[config.mk]
export PLATFORM = sky130hd
export DESIGN_NAME = axis_fifo_drain
export DESIGN_NICKNAME = d
export VERILOG_FILES = /design/src/rtl/axis_drain_pkg.sv /design/src/rtl/axis_skid2.sv /design/src/rtl/axis_fifo_drain.sv
export SDC_FILE = /design/constraint.sdc
export NUM_CORES = 1
export LEC_CHECK = 0
export ABC_AREA = 1
export CAP_MARGIN = 0
export CORE_MARGIN = 5
export CORE_UTILIZATION = 53
export CTS_BUF_LIST = sky130_fd_sc_hd__clkbuf_4
export DETAILED_ROUTE_END_ITERATION = 8
export GPL_TIMING_DRIVEN = 0
export PLACE_DENSITY = 0.8
export SETUP_SLACK_MARGIN = 0.15
export SLEW_MARGIN = 20
export SYNTH_ARGS = -nofsm -noshare
export SYNTH_HDL_FRONTEND = slang
export SYNTH_HIERARCHICAL = 1
export SYNTH_SLANG_ARGS = --single-unit
[constraint.sdc]
create_clock -name clk -period 2.63 [get_ports clk]
set_clock_uncertainty 0.05 [all_clocks]
set_input_delay 0.526 -clock clk [delete_from_list [all_inputs] [get_ports clk]]
set_output_delay 0.526 -clock clk [all_outputs]
set_load 0.05 [all_outputs]
[src/rtl/axis_drain_pkg.sv]
// Shared types and helpers for the FIFO-to-AXIS drain block and its output buffer.
package axis_drain_pkg;

  typedef enum logic [1:0] {
    BUF_EMPTY = 2'd0,
    BUF_ONE   = 2'd1,
    BUF_TWO   = 2'd2
  } buf_state_t;

  localparam int DEF_DWIDTH = 8;
  localparam int DEF_LWIDTH = 16;
  localparam int DEF_CWIDTH = 16;

  // A zero frame length means streaming: no beat is ever the last one.
  function automatic logic is_last(input logic [31:0] beat_cnt, input logic [31:0] frame_len);
    return (frame_len != 32'd0) && (beat_cnt == (frame_len - 32'd1));
  endfunction

endpackage

[src/rtl/axis_skid2.sv]
// Two-entry valid/ready register buffer; the head entry drives the output.
module axis_skid2
  import axis_drain_pkg::*;
#(
  parameter int W = DEF_DWIDTH + 1
) (
  input  logic         clk,
  input  logic         res,
  input  logic         in_push,
  input  logic [W-1:0] in_data,
  output logic         out_valid,
  input  logic         out_ready,
  output logic [W-1:0] out_data,
  output buf_state_t   state
);

  buf_state_t   state_r, state_s;
  logic [W-1:0] head_r, head_s;
  logic [W-1:0] tail_r, tail_s;
  logic         valid_r;
  logic         pop_s;

  assign pop_s = valid_r & out_ready;

  // Next-state and data-shift logic for the two-entry buffer.
  always_comb begin
    state_s = state_r;
    head_s  = head_r;
    tail_s  = tail_r;
    case (state_r)
      BUF_EMPTY: begin
        if (in_push) begin
          head_s  = in_data;
          state_s = BUF_ONE;
        end else begin
          state_s = BUF_EMPTY;
        end
      end
      BUF_ONE: begin
        if (in_push && pop_s) begin
          head_s = in_data;
        end else if (in_push) begin
          tail_s  = in_data;
          state_s = BUF_TWO;
        end else if (pop_s) begin
          state_s = BUF_EMPTY;
        end else begin
          state_s = BUF_ONE;
        end
      end
      BUF_TWO: begin
        // Pushes cannot arrive here; the producer is gated on state != BUF_TWO.
        if (pop_s) begin
          head_s  = tail_r;
          state_s = BUF_ONE;
        end else begin
          state_s = BUF_TWO;
        end
      end
      default: begin
        state_s = BUF_EMPTY;
      end
    endcase
  end

  // Buffer state, entries and registered valid.
  always_ff @(posedge clk or posedge res) begin
    if (res) begin
      state_r <= BUF_EMPTY;
      head_r  <= {W{1'b0}};
      tail_r  <= {W{1'b0}};
      valid_r <= 1'b0;
    end else begin
      state_r <= state_s;
      head_r  <= head_s;
      tail_r  <= tail_s;
      valid_r <= (state_s != BUF_EMPTY);
    end
  end

  assign out_valid = valid_r;
  assign out_data  = head_r;
  assign state     = state_r;

endmodule

[src/rtl/axis_fifo_drain.sv]
// Drains a show-ahead FIFO into an AXI4-Stream master, framing every cfg_frame_len beats.
module axis_fifo_drain
  import axis_drain_pkg::*;
#(
  parameter int DWIDTH = DEF_DWIDTH,
  parameter int LWIDTH = DEF_LWIDTH,
  parameter int CWIDTH = DEF_CWIDTH
) (
  input  logic              clk,
  input  logic              res,
  input  logic              enable,
  input  logic [LWIDTH-1:0] cfg_frame_len,
  input  logic              fifo_empty,
  output logic              fifo_read,
  input  logic [DWIDTH-1:0] fifo_read_value,
  output logic              m_axis_tvalid,
  input  logic              m_axis_tready,
  output logic [DWIDTH-1:0] m_axis_tdata,
  output logic              m_axis_tlast,
  output logic [CWIDTH-1:0] frames_sent,
  output logic              busy
);

  buf_state_t        buf_state_s;
  logic [DWIDTH:0]   buf_data_s;
  logic              buf_valid_s;
  logic [LWIDTH-1:0] beat_cnt_r, beat_cnt_s;
  logic [LWIDTH-1:0] frame_len_r, len_s;
  logic [CWIDTH-1:0] frames_r;
  logic              last_s;

  assign fifo_read = enable & ~fifo_empty & (buf_state_s != BUF_TWO) & ~res;

  // Frame length for this capture and the tlast / beat counter update.
  always_comb begin
    len_s      = (beat_cnt_r == {LWIDTH{1'b0}}) ? cfg_frame_len : frame_len_r;
    last_s     = is_last(32'(beat_cnt_r), 32'(len_s));
    beat_cnt_s = beat_cnt_r;
    if (last_s) begin
      beat_cnt_s = {LWIDTH{1'b0}};
    end else if (len_s == {LWIDTH{1'b0}}) begin
      // Streaming parks the counter at 1 so the length is not resampled.
      beat_cnt_s = LWIDTH'(1'b1);
    end else begin
      beat_cnt_s = beat_cnt_r + LWIDTH'(1'b1);
    end
  end

  // Beat counter, latched frame length and completed-frame counter.
  always_ff @(posedge clk or posedge res) begin
    if (res) begin
      beat_cnt_r  <= {LWIDTH{1'b0}};
      frame_len_r <= {LWIDTH{1'b0}};
      frames_r    <= {CWIDTH{1'b0}};
    end else begin
      if (fifo_read) begin
        beat_cnt_r  <= beat_cnt_s;
        frame_len_r <= len_s;
      end
      if (buf_valid_s && m_axis_tready && buf_data_s[0]) begin
        frames_r <= frames_r + CWIDTH'(1'b1);
      end
    end
  end

  axis_skid2 #(
    .W (DWIDTH + 1)
  ) u_skid (
    .clk       (clk),
    .res       (res),
    .in_push   (fifo_read),
    .in_data   ({fifo_read_value, last_s}),
    .out_valid (buf_valid_s),
    .out_ready (m_axis_tready),
    .out_data  (buf_data_s),
    .state     (buf_state_s)
  );

  assign m_axis_tvalid = buf_valid_s;
  assign m_axis_tdata  = buf_data_s[DWIDTH:1];
  assign m_axis_tlast  = buf_data_s[0];
  assign frames_sent   = frames_r;
  assign busy          = buf_valid_s | (beat_cnt_r != {LWIDTH{1'b0}});

endmodule

==> summary.txt, run 1 <==
Outcome
  • Status: finished, violations left
  • Failing checks: setup timing

Power
  • Gate power share: 0.625
  • Max rail drop VDD: 0.000892 V
  • Clock Power Share: 0.122
  • Leak: 2.98 nW
  • Pwr dens: 1090 nW/µm²
  • Internal power: 3.15 mW
  • Net Sw Frac: 0.502
  • Sequential Power Share: 0.253
  • Sw power: 3.18 mW

Setup path
  • R2r startpoint: beat_cnt_r[0]
  • CP Max Fanout: 7
  • CP Launch Type: flop
  • Worst r2r path cells: 24
  • Worst Path Arrival: 3.34 ns
  • Reg-to-reg setup timing slack: -0.45 ns
  • Endpoint class of the critical path: flop
  • Worst R2R End: beat_cnt_r[6]
  • Critical path class: flop to flop
  • Worst Path Required: 2.89 ns

Hold path
  • Hold Path Origin: u_skid/tail_r[1]
  • Hold path depth: 2
  • WHS Endpoint: u_skid/tail_r[1]
  • Worst hold-check path type: flop to flop

Floorplanning
  • DIE HEIGHT: 104 µm
  • I/O pin total: 57
  • CORE AREA: 8680 µm²
  • Initial Util: 0.539
  • Num rows: 34
  • Die footprint: 10800 µm²
  • Die width: 104 µm

Global route
  • GR Overflow Total: 0
  • Overall Global Routing Usage: 0.238
  • Initial antenna violation count: 0
  • Vias in the first global route: 4552
  • Largest net degree at the start of global routing: 35
  • First-pass GRT wire length: 21400 µm

Synthesis
  • Cells after Synth: 643
  • Synth area leader: dfrtp_1
  • Largest cells by area after synthesis: dfrtp_1, nand2_1, nand3_1, xor2_1, inv_1
  • Cell Area, Synth: 4680 µm²
  • Yosys cell types: 34
  • Synthesized area per cell: 7.28 µm²
  • Sequential share of the synthesized area: 0.369
  • Synthesis Warnings: 6
  • Synth Register Bits: 69
  • Syn Nets: 677
  • Yosys top cell area share: 0.369

Place
  • HPWL after DPL: 9070 µm
  • Place WS: -0.741 ns
  • Post-Place Cells: 808
  • # port buffers: 56
  • Gpl congestion: 0.972

Routing
  • DR top layer: met4
  • Number of detailed-route iterations in the first pass: 5
  • Wirelength, routed: 12600 µm
  • Initial DRC count: 249
  • Vias: 4418
  • DR WL/cell: 14.9 µm
  • DRC: 0
  • DR WL met2: 6290 µm
  • Met1 wire length: 5430 µm
  • DRT antenna net count: 0
  • Routed wl met3: 594 µm
  • Vias/cell: 5.23

Clocking
  • CTS clk-pin slew, worst paths: 0.12 ns
  • Worst-case clock buffer depth: 2
  • Clock Latency Late Sink: 0.42 ns
  • CTS tree: yes
  • Hold buffers post-CTS: 0
  • Clock H-tree levels: 3
  • Clock Tree Root: clkbuf_4
  • # clock sinks: 69
  • Number of clock buffers inserted by TritonCTS: 9

Finish
  • Non-Filler Instances: 845
  • Area Overhead vs Synth: 24.5%
  • Antenna cells: 0
  • Layout cells sized above 1: 0.183
  • Nets: 766

STA
  • RSZ-0062 raised after global routing: yes
  • Worst hold slack: 0.440 ns
  • Fin. max-slew vios: 0
  • Max Fclk: 324 MHz
  • Slew headroom: 0.467
  • Tmin final: 3.08 ns
  • Final setup margin: -0.454 ns
  • Fin crit share: 1.17
  • Final Setup Violations: 19
  • Final hold violation count: 0
  • Tightest Pin Transition: 0.799 ns

Run
  • Max cap viols: 0
worst max path at each step:
| stage | startpoint | end | slack [ns] | cells past startpoint |
|---|---|---|---|---|
| after detailed placement | beat_cnt_r[0] | u_skid/out_data[0] | -0.74 | 26 |
| after global placement | beat_cnt_r[0] | u_skid/out_data[0] | -0.69 | 26 |
| after floorplan | beat_cnt_r[0] | u_skid/out_data[0] | -0.24 | 26 |
| after CTS | beat_cnt_r[0] | u_skid/out_data[0] | -0.41 | 26 |
| final | beat_cnt_r[0] | beat_cnt_r[6] | -0.45 | 24 |
| after global routing | beat_cnt_r[0] | beat_cnt_r[9] | -0.64 | 24 |
metal layers:
layer	track usage	vias to the layer above
li1	-	2179
met3	0.0435	28
met5	0	-
met4	0.0860	0
met2	0.397	128
met1	0.308	2083
kinds of logic (layout without fill, tap and decap cells):
family,Yosys count,after routing,share of synthesized area
compound gates,25,25,0.0289
fa+ha+maj,5,5,0.0134
buf+inv,84,178,0.0834
xor+xnor,37,37,0.0692
flops,69,69,0.369
simple gates,423,423,0.436
layout make-up:
type	count	area, µm²
plain buffers	18	151
clock buffers	9	67.6
clock inverters	7	88.8
fillers	746	2850
inverters	66	253
multi-input cells	490	2650
flip-flops and latches	69	1730
well taps	108	135
repair buffers	78	754
layout by cell type (no fill, tap or decap), types with 2 or more instances in the layout:
master	n
nand3_4	3
clkdlybuf4s50_1	54
nand3b_1	13
xor2_1	30
ha_1	3
buf_4	21
nor2_2	16
nand3_1	66
o21ai_1	4
a21oi_1	2
clkbuf_4	9
nor2_1	40
nand2_1	229
nand3_2	10
bufinv_16	2
clkbuf_1	4
o21ai_0	14
buf_6	10
nor3_1	4
nand3b_2	2
ha_4	2
buf_12	3
inv_2	11
inv_1	53
nand2_2	17
a31oi_1	3
clkinv_4	2
buf_2	3
nand2_4	7
nor2_4	9
xnor2_1	7
clkinv_1	4
dfrtp_1	69
sequential cells by signal, summed over array words and instances, names as in the netlist:
name,cells
beat_cnt_r,16
frame_len_r,16
frames_sent,16
u_skid/out_data,9
u_skid/tail_r,9
u_skid/state,2
u_skid/out_valid,1
cell usage after synthesis:
cell / instances
o21ai_0: 14
a21oi_1: 2
nor2_1: 40
nand2_1: 232
nand2_2: 17
buf_2: 3
inv_2: 7
nand2_4: 4
o21bai_1: 1
or2_2: 1
nand3b_2: 2
inv_1: 58
a31oi_1: 3
nor4_2: 1
xor2_1: 30
buf_4: 3
o21ai_1: 4
clkinv_1: 1
nor2_4: 9
nor2_8: 1
nand3_1: 67
nand3_4: 1
nor2_2: 16
buf_6: 8
nand3_2: 11
ha_1: 5
nand3b_1: 13
nor3b_1: 2
nand4_1: 1
nor3_1: 5
dfrtp_1: 69
clkbuf_1: 4
a21oi_2: 1
xnor2_1: 7
repair_timing:
| action | CTS | global route |
|---|---|---|
| buffers inserted | 19 | 2 |
| pin swaps | 12 | 15 |
| resized for setup | 17 | 10 |
| endpoints found under the setup margin | 22 | 22 |
power by group through the flow:
stage                     clock network, mW  logic, mW  registers (mW)
after CTS                             0.791       3.84            1.59
after detailed placement                  0       3.61            1.62
after global placement                    0       3.50            1.61
after global routing                  0.844       4.34            1.64
after floorplan                           0       2.43            1.89
final                                 0.775       3.95            1.60
worst max-delay path, stage by stage, from the launching register on:
cell,delay [ns]
dfrtp_1,0.42
inv_2,0.08
ha_4,0.14
inv_2,0.03
nor2_1,0.07
nand2_1,0.09
nor2_4,0.18
nand2_2,0.10
buf_6,0.13
nand2_4,0.05
nand2_4,0.06
ha_4,0.18
xor2_1,0.17
nand3b_1,0.13
nand3_1,0.07
nor2_1,0.10
nand2_1,0.06
nor2_1,0.09
nand2_1,0.10
nor2_2,0.16
nand3_4,0.12
buf_12,0.16
buf_12,0.14
nand3_2,0.05
nand2_1,0.05
per-stage QoR:
| stage | utilization | power [mW] | area (µm²) | TNS [ns] |
|---|---|---|---|---|
| floorplan | - | 4.31 | 4720 | -1.82 |
| global placement | 0.624 | 5.11 | 5420 | -20.17 |
| detailed placement | 0.627 | 5.23 | 5440 | -14.74 |
| CTS | 0.666 | 6.23 | 5780 | -6.26 |
| global route | 0.671 | 6.82 | 5830 | -10.75 |
| finish | 0.671 | 6.33 | 5830 | -7.51 |
(Power assumes the default switching activity.)
==> inputs of run 2 (changes only) <==
--- a/config.mk
+++ b/config.mk
@@ -10,6 +10,7 @@
 export CORE_MARGIN = 5
 export CORE_UTILIZATION = 53
 export CTS_BUF_LIST = sky130_fd_sc_hd__clkbuf_4
+export CTS_CLUSTER_DIAMETER = 30
 export DETAILED_ROUTE_END_ITERATION = 8
 export GPL_TIMING_DRIVEN = 0
 export PLACE_DENSITY = 0.8
==> results of run 2 <==
Final layout, timing and power as in run 1 (identical DEF).
